## src/rtl/instr_feeder.sv

```systemverilog
// ============================================================================
// Module   : instr_feeder
// Purpose  : Program sequencer feeding a processor's DIN/Run port from a small
//            loadable RAM, honouring Done and a three-cycle watchdog.
// Revision : 1.0
// ============================================================================
`default_nettype none

module instr_feeder #(
    parameter int AW = 5,
    parameter int CW = 16
) (
    input  logic          Clock,
    input  logic          Resetn,
    input  logic          LdEn,
    input  logic [AW-1:0] LdAddr,
    input  logic [8:0]    LdData,
    input  logic          Start,
    input  logic          Done,
    output logic          Run,
    output logic [8:0]    DIN,
    output logic          Busy,
    output logic          Halted,
    output logic          Illegal,
    output logic [AW-1:0] PC,
    output logic [CW-1:0] InstrCount
);

    localparam logic [2:0] c_OP_MVI  = 3'b001;
    localparam logic [2:0] c_OP_HALT = 3'b111;
    localparam logic [1:0] c_WAIT_LAST = 2'd2;

    typedef enum logic [1:0] {
        S_IDLE  = 2'd0,
        S_ISSUE = 2'd1,
        S_WAIT  = 2'd2,
        S_HALT  = 2'd3
    } state_t;

    state_t        r_state;
    state_t        w_state_nxt;
    logic [8:0]    r_mem [1<<AW];
    logic [2:0]    r_op;
    logic [1:0]    r_wcnt;
    logic [AW-1:0] r_pc;
    logic          r_illegal;
    logic [CW-1:0] r_count;

    logic [8:0]    w_word;
    logic          w_is_halt;
    logic          w_timeout;
    logic [CW-1:0] w_count_inc;

    assign w_word      = r_mem[r_pc];
    assign w_is_halt   = (w_word[8:6] == c_OP_HALT);
    // Third WAIT cycle ending without Done: illegal opcode or watchdog expiry
    assign w_timeout   = (r_wcnt == c_WAIT_LAST) && !Done;
    assign w_count_inc = (&r_count) ? r_count : r_count + CW'(1);

    assign Busy       = (r_state == S_ISSUE) || (r_state == S_WAIT);
    assign Halted     = (r_state == S_HALT);
    assign Illegal    = r_illegal;
    assign PC         = r_pc;
    assign InstrCount = r_count;

    always_ff @(posedge Clock) begin
        if (LdEn && !Busy) begin
            r_mem[LdAddr] <= LdData;
        end
    end

    always_comb begin
        w_state_nxt = r_state;
        Run         = 1'b0;
        DIN         = 9'd0;
        case (r_state)
            S_IDLE, S_HALT: begin
                if (Start) begin
                    w_state_nxt = S_ISSUE;
                end
            end
            S_ISSUE: begin
                if (w_is_halt) begin
                    w_state_nxt = S_HALT;
                end else begin
                    Run         = 1'b1;
                    DIN         = w_word;
                    w_state_nxt = S_WAIT;
                end
            end
            S_WAIT: begin
                // Holds the mvi immediate while the processor is in T1
                DIN = w_word;
                if (Done || w_timeout) begin
                    w_state_nxt = S_ISSUE;
                end
            end
            default: w_state_nxt = S_IDLE;
        endcase
    end

    always_ff @(posedge Clock or negedge Resetn) begin
        if (!Resetn) begin
            r_state   <= S_IDLE;
            r_op      <= 3'd0;
            r_wcnt    <= 2'd0;
            r_pc      <= '0;
            r_illegal <= 1'b0;
            r_count   <= '0;
        end else begin
            r_state <= w_state_nxt;
            case (r_state)
                S_IDLE, S_HALT: begin
                    if (Start) begin
                        r_pc      <= '0;
                        r_illegal <= 1'b0;
                        r_count   <= '0;
                    end
                end
                S_ISSUE: begin
                    if (!w_is_halt) begin
                        r_op   <= w_word[8:6];
                        r_pc   <= r_pc + AW'(1);
                        r_wcnt <= 2'd0;
                    end
                end
                S_WAIT: begin
                    r_wcnt <= r_wcnt + 2'd1;
                    if (Done) begin
                        r_count <= w_count_inc;
                        if (r_op == c_OP_MVI) begin
                            r_pc <= r_pc + AW'(1);
                        end
                    end else if (w_timeout) begin
                        r_illegal <= 1'b1;
                        r_count   <= w_count_inc;
                    end
                end
                default: ;
            endcase
        end
    end

endmodule

`default_nettype wire

```

## config.mk

```make
export PLATFORM = sky130hd
export DESIGN_NAME = instr_feeder
export DESIGN_NICKNAME = d
export VERILOG_FILES = /design/src/rtl/instr_feeder.sv
export SDC_FILE = /design/constraint.sdc
export NUM_CORES = 1
export LEC_CHECK = 0
export ABC_CLOCK_PERIOD_IN_PS = 3800
export CORE_MARGIN = 4
export CORE_UTILIZATION = 43
export CTS_BUF_LIST = sky130_fd_sc_hd__clkbuf_8
export DETAILED_ROUTE_END_ITERATION = 12
export PLACE_DENSITY = 0.64
export SYNTH_ARGS = -nofsm -noshare
export SYNTH_HDL_FRONTEND = slang
export SYNTH_SLANG_ARGS = --single-unit
```

## constraint.sdc

```tcl
create_clock -name Clock -period 3.8 [get_ports Clock]
set_input_delay 0.76 -clock Clock [delete_from_list [all_inputs] [get_ports Clock]]
set_output_delay 0.76 -clock Clock [all_outputs]
set_load 0.01 [all_outputs]
```

# [Word level (Yosys, flattened, before mapping)]
# Memory sizes are Yosys's and may differ from the RTL's.
# Cells that the tools add are included.
# Widths: inputs -> output; s select.
[totals] register_bits=29 ram_bits=288 inputBits=19 out_inout_bits=34 elab_cells=68 mem_count=1
[classes] n_addsub=3 eq_ne=14 n_mux=26 bitwise_logic=1 n_reduce_logical=17
[memory_table] memory="r_mem" depth=32 width=9 read_ports=1 rd_clocked_by_memory_dff=0 wr=1 line_no="42" source="logic [8:0] r_mem [1<<AW];"
[op_table] op="$mux 16" count=4
[op_table] op="$pmux 16 s2" count=1
[op_table] op="$mux 5" count=4
[op_table] op="$pmux 9 s2" count=1
[op_table] op="$add 16x1->16 const B" count=1
[op_table] op="$reduce_and 16->1" count=1
[op_table] op="$pmux 5 s3" count=1
[op_table] op="$ne 2x2->1 const B" count=5
[op_table] op="$mux 9" count=1
[op_table] op="$mux 1" count=8
[op_table] op="$reduce_and 4->1" count=2
[op_table] op="$eq 2x2->1 const B" count=3
[op_table] op="$mux 2" count=3
[op_table] op="$pmux 2 s3" count=1
[op_table] op="$reduce_and 2->1" count=3
[op_table] op="$add 5x1->5 const B" count=1
[op_table] op="$ne 2x1->1 const B" count=2
[op_table] op="$pmux 2 s2" count=1
[op_table] op="$reduce_bool 2->1" count=2
[op_table] op="$eq 3x1->1 const B" count=1
[op_table] op="$eq 3x3->1 const B" count=1
[op_table] op="$ne 3x3->1 const B" count=1
[op_table] op="$reduce_and 3->1" count=1
[op_table] op="$add 2x1->2 const B" count=1
[op_table] op="8 further kinds" count=11

# [Logic depth before layout (Yosys ltp)]
# Gate-level depths: netlist of the first run.
[depth] depth_word=6 mapped_depth=11 ltp_nobuf=8

# [Worst setup path after synthesis of the first run]
# Ideal clock, no wire load.
[synth_timing] path_type="register to output" from="register r_pc[0] (netlist: PC[0])" to="output DIN[8]" arrival_time_ns=2.637 required_time_ns=3.040 path_slack_ns=0.403 path_stages_with_launch=9 n_path_buf=2 path_cell_list="dfrtp_1 > buf_6 > buf_6 > mux4_2 > mux4_2 > mux2i_1 > or2_2 > nand2_1 > a211oi_1"
[synth_via] elab_chain_len=4
[synth_rtl] item="from (decl)" line_no="45" source="logic [AW-1:0] r_pc;"
[synth_rtl] item="from (signal assigned)" line_no="123" source="r_pc <= r_pc + AW'(1);"
[synth_rtl] item="from (signal assigned)" line_no="132" source="r_pc <= r_pc + AW'(1);"
[synth_rtl] item="$mem_v2 32x9 (*)"
[synth_rtl] item="$eq 3x3->1" line_no="55" source="assign w_is_halt = (w_word[8:6] == c_OP_HALT);"
[synth_rtl] item="$mux 9" line_no="83" source="if (w_is_halt) begin"
[synth_rtl] item="$pmux 9 s2 (*)" line_no="76" source="case (r_state)"
[synth_rtl] item="to (decl)" line_no="21" source="output logic [8:0] DIN,"
# Every way passes the cells marked *; elsewhere a longest branch is shown, timed or not.

# [Final worst setup path of the first run]
[layout_timing] from="register r_pc[0] (netlist: PC[0])" to="output DIN[2]"
# The elaborated chain is that of the path after synthesis.

==> metrics.yaml, run 1 <==
vdd_drop_max_mv: 0.255
drv_cap: 0
slowest_stage: "dfrtp_4"
timing.fmax_mhz: 257
ys_ff_latch: 317
worst_slew_pin_slew_ns: 1.12
report.final.setup_viol: 10
power_density_nw_per_um2: 655
synthCells: 717
swShare: 0.309
clock_skew_ns: 0.0199
cp.required_ns: 3.04
fp.dieW_um: 180
path_buf_inv: 4
fin_tns_setup_ns: -0.647
cts.clk_slew.worst_paths_ns: 0.06
cp-end-kind: "primary output"
power_frac_clock: 0.266
met1Wirelength_um: 12600
violations: "setup timing"
ant_nets: 0
drv_slew: 0
rows: 62
r2r-end: "PC[4]$_DFFE_PN0P_"
synth_edf_count: 288
reg2reg_from: "PC[0]$_DFFE_PN0P_"
grt_pass1_wl_um: 45000
crit_family: "multiplexers"
dieHeight_um: 180
nNetsFinal: 901
clkSinkCount: 317
synthFlopType: "edfxtp_1"
hpwl_um: 19200
final_cell_area_um2: 15400
synth.distinct_cells: 48
wire_per_inst_um: 22.8
reg2reg_depth: 12
intPower_w: 0.00696
routed-wl-met3_um: 2580
hold_viol: 0
initial_core_util: 0.441
path_class: "reg -> out"
arrival_ns: 3.13
seqPwrFrac: 0.396
fin_ws_ns: -0.0853
start_kind: "register"
drc: 0
totalWireLength_um: 29600
ys_seq_area_frac: 0.733
finalCritPeriodShare: 1.02
min_from: "r_wcnt[1]$_DFFE_PN0P_"
via_count: 7326
clk_latency_ns: 0.56
hp-class: "reg -> reg"
clock_path_buffers: 3
cts_hold_buf: 0
netSwitchingPower_w: 0.00311
pin_count: 53
overflow: 0
place.port_buffers: 52
grt_max_degree: 33
highest_layer: "met5"
max_slew_margin: 0.252
max_stage_delay_ns: 0.54
drive_gt1_frac: 0.262
synth.avg_cell_area_um2: 17.8
whs_path_depth: 1
min_delay_worst_endpoint: "r_wcnt[1]$_DFFE_PN0P_"
antennaDiodeCount: 0
path_cells: "buf_12, buf_6, mux4_2, mux4_2, mux2i_2, or2_4, o31ai_4, buf_6, nor2_2, buf_2"
leakagePower_nw: 5.29
hold_ws_ns: 0.509
async_reset_ff_frac: 0.0915
ys_warn_count: 0
route.met2.wl_um: 13800
outcome: "finished, violations left"
via_per_inst: 5.65
htree_levels: 2
initialDrtViolationCount: 630
fin_util: 0.530
placed_area_um2: 14200
cts_tree: "done"
root_buffer: "clkbuf_8"
grt_pass1_vias: 7510
reg2reg_slack_ns: 0.52
antenna_found_initial: 2
synth_nets: 742
min_period_ns: 3.89
finalPower_w: 0.0101
grtUsageTotal: 0.180
area_growth_pct: 20.2
dr.pass1.iters: 5
crit_fanout: 6
rsz0062_at_grt: "yes"
combinationalPowerShare: 0.339
gp_congestion: 0.817
cts_made_buffers: 51
die_area_um2: 32600
core_um2: 29000
synth_area_um2: 12800
[state kept, by name, indices dropped and copies added (netlist names)]
signal / cells
PC: 5
r_state: 2
InstrCount: 16
r_mem: 288
r_op: 3
r_wcnt: 2
Illegal: 1
[power groups by stage]
stage	registers (W)	clock network (W)	logic, W
after floorplan	0.00402	0	0.00187
after global placement	0.00404	0	0.00300
after detailed placement	0.00404	0	0.00306
after CTS	0.00398	0.00274	0.00331
after global routing	0.00399	0.00293	0.00365
final	0.00398	0.00267	0.00341
[stage by stage]
| stage | setup WS (ns) | instances |
|---|---|---|
| floorplan | 0.403 | 717 |
| global placement | 0.0549 | 1189 |
| detailed placement | -0.0381 | 1189 |
| CTS | -0.210 | 1294 |
| global route | -0.216 | 1296 |
| finish | -0.0853 | 1296 |
[per-layer routing]
layer / vias up / global-route usage
li1: 3204 / -
met1: 3764 / 0.254
met2: 308 / 0.282
met3: 46 / 0.0488
met4: 4 / 0.0490
met5: - / 0
[kinds of logic (layout without fill, tap and decap cells)]
kind of cell    Yosys count  in the layout  synth area share
flops                   317            317             0.733
simple gates            142            142            0.0528
mux                     108            108             0.139
compound gates           84             84            0.0462
buf+inv                  50            245            0.0168
xor+xnor                 10             10           0.00685
fa+ha+maj                 6              6           0.00587
[cells in the mapped netlist (11+ instances only)]
library cell / n / area [um2]
edfxtp_1: 288 / 8650
nor2_1: 56 / 210
mux4_2: 54 / 1220
mux2i_1: 51 / 510
nand2_1: 31 / 116
dfrtp_1: 29 / 726
o221ai_1: 25 / 219
clkbuf_1: 24 / 90.1
a21oi_1: 18 / 90.1
nand3_1: 14 / 70.1
o22ai_1: 12 / 75.1
inv_1: 11 / 41.3
[layout make-up]
class	count	area [um2]
Fill cell	2299	13600
Clock inverter	36	199
Inverter	12	45.0
Tap cell	384	480
Timing Repair Buffer	144	1290
Clock buffer	53	729
Sequential cell	317	9380
Multi-Input combinational cell	350	3260
[worst max path at each step]
stage	startpoint	endpoint	slack (ns)	cells after the start
after floorplan	PC[0]$_DFFE_PN0P_	DIN[8]	0.40	8
after global placement	PC[0]$_DFFE_PN0P_	DIN[1]	0.05	9
after detailed placement	PC[0]$_DFFE_PN0P_	DIN[0]	-0.04	9
after CTS	PC[0]$_DFFE_PN0P_	DIN[0]	-0.21	10
after global routing	PC[0]$_DFFE_PN0P_	DIN[1]	-0.22	10
final	PC[0]$_DFFE_PN0P_	DIN[2]	-0.09	10
[worst reg2reg max path, delay by kind of cell, from the launching register on]
family | cells | cell delay (ns)
muxes | 3 | 1.19
and+or+nand+nor | 2 | 0.60
DFF | 1 | 0.54
buffers and inverters | 6 | 0.74
AOI/OAI and AO/OA | 1 | 0.14
[cell usage in the layout, fill, tap and decap left out, types with 3 or more instances in the layout]
| cell type | instances |
|---|---|
| nor2_1 | 50 |
| ha_1 | 6 |
| dfrtp_1 | 27 |
| xor2_1 | 9 |
| and3_1 | 8 |
| clkdlybuf4s50_1 | 42 |
| o21ai_0 | 8 |
| nor2_2 | 4 |
| nand4_1 | 8 |
| edfxtp_1 | 288 |
| mux2i_1 | 50 |
| nand3_1 | 14 |
| clkbuf_8 | 53 |
| buf_4 | 77 |
| inv_1 | 30 |
| or3_1 | 5 |
| buf_6 | 10 |
| o221ai_1 | 25 |
| clkinv_1 | 6 |
| mux4_2 | 54 |
| buf_2 | 8 |
| a21oi_1 | 17 |
| nand2b_1 | 3 |
| nand2_1 | 30 |
| a22oi_1 | 3 |
| nand3b_1 | 4 |
| buf_12 | 6 |
| clkinv_2 | 9 |
| o22ai_1 | 12 |
| a211oi_1 | 6 |
[repair_timing]
item	4_1_cts	5_1_grt
pin swaps	10	6
buffers inserted	15	4
gates resized for setup	56	14
cloned	2	0
setup endpoints to repair	10	10
Power figures use the tool's default switching activity.
==> run 2, diff against run 1 <==
GPL_ROUTABILITY_DRIVEN = 1   (was default)
==> results of run 2 <==
Final layout, timing and power as in run 1 (identical DEF).
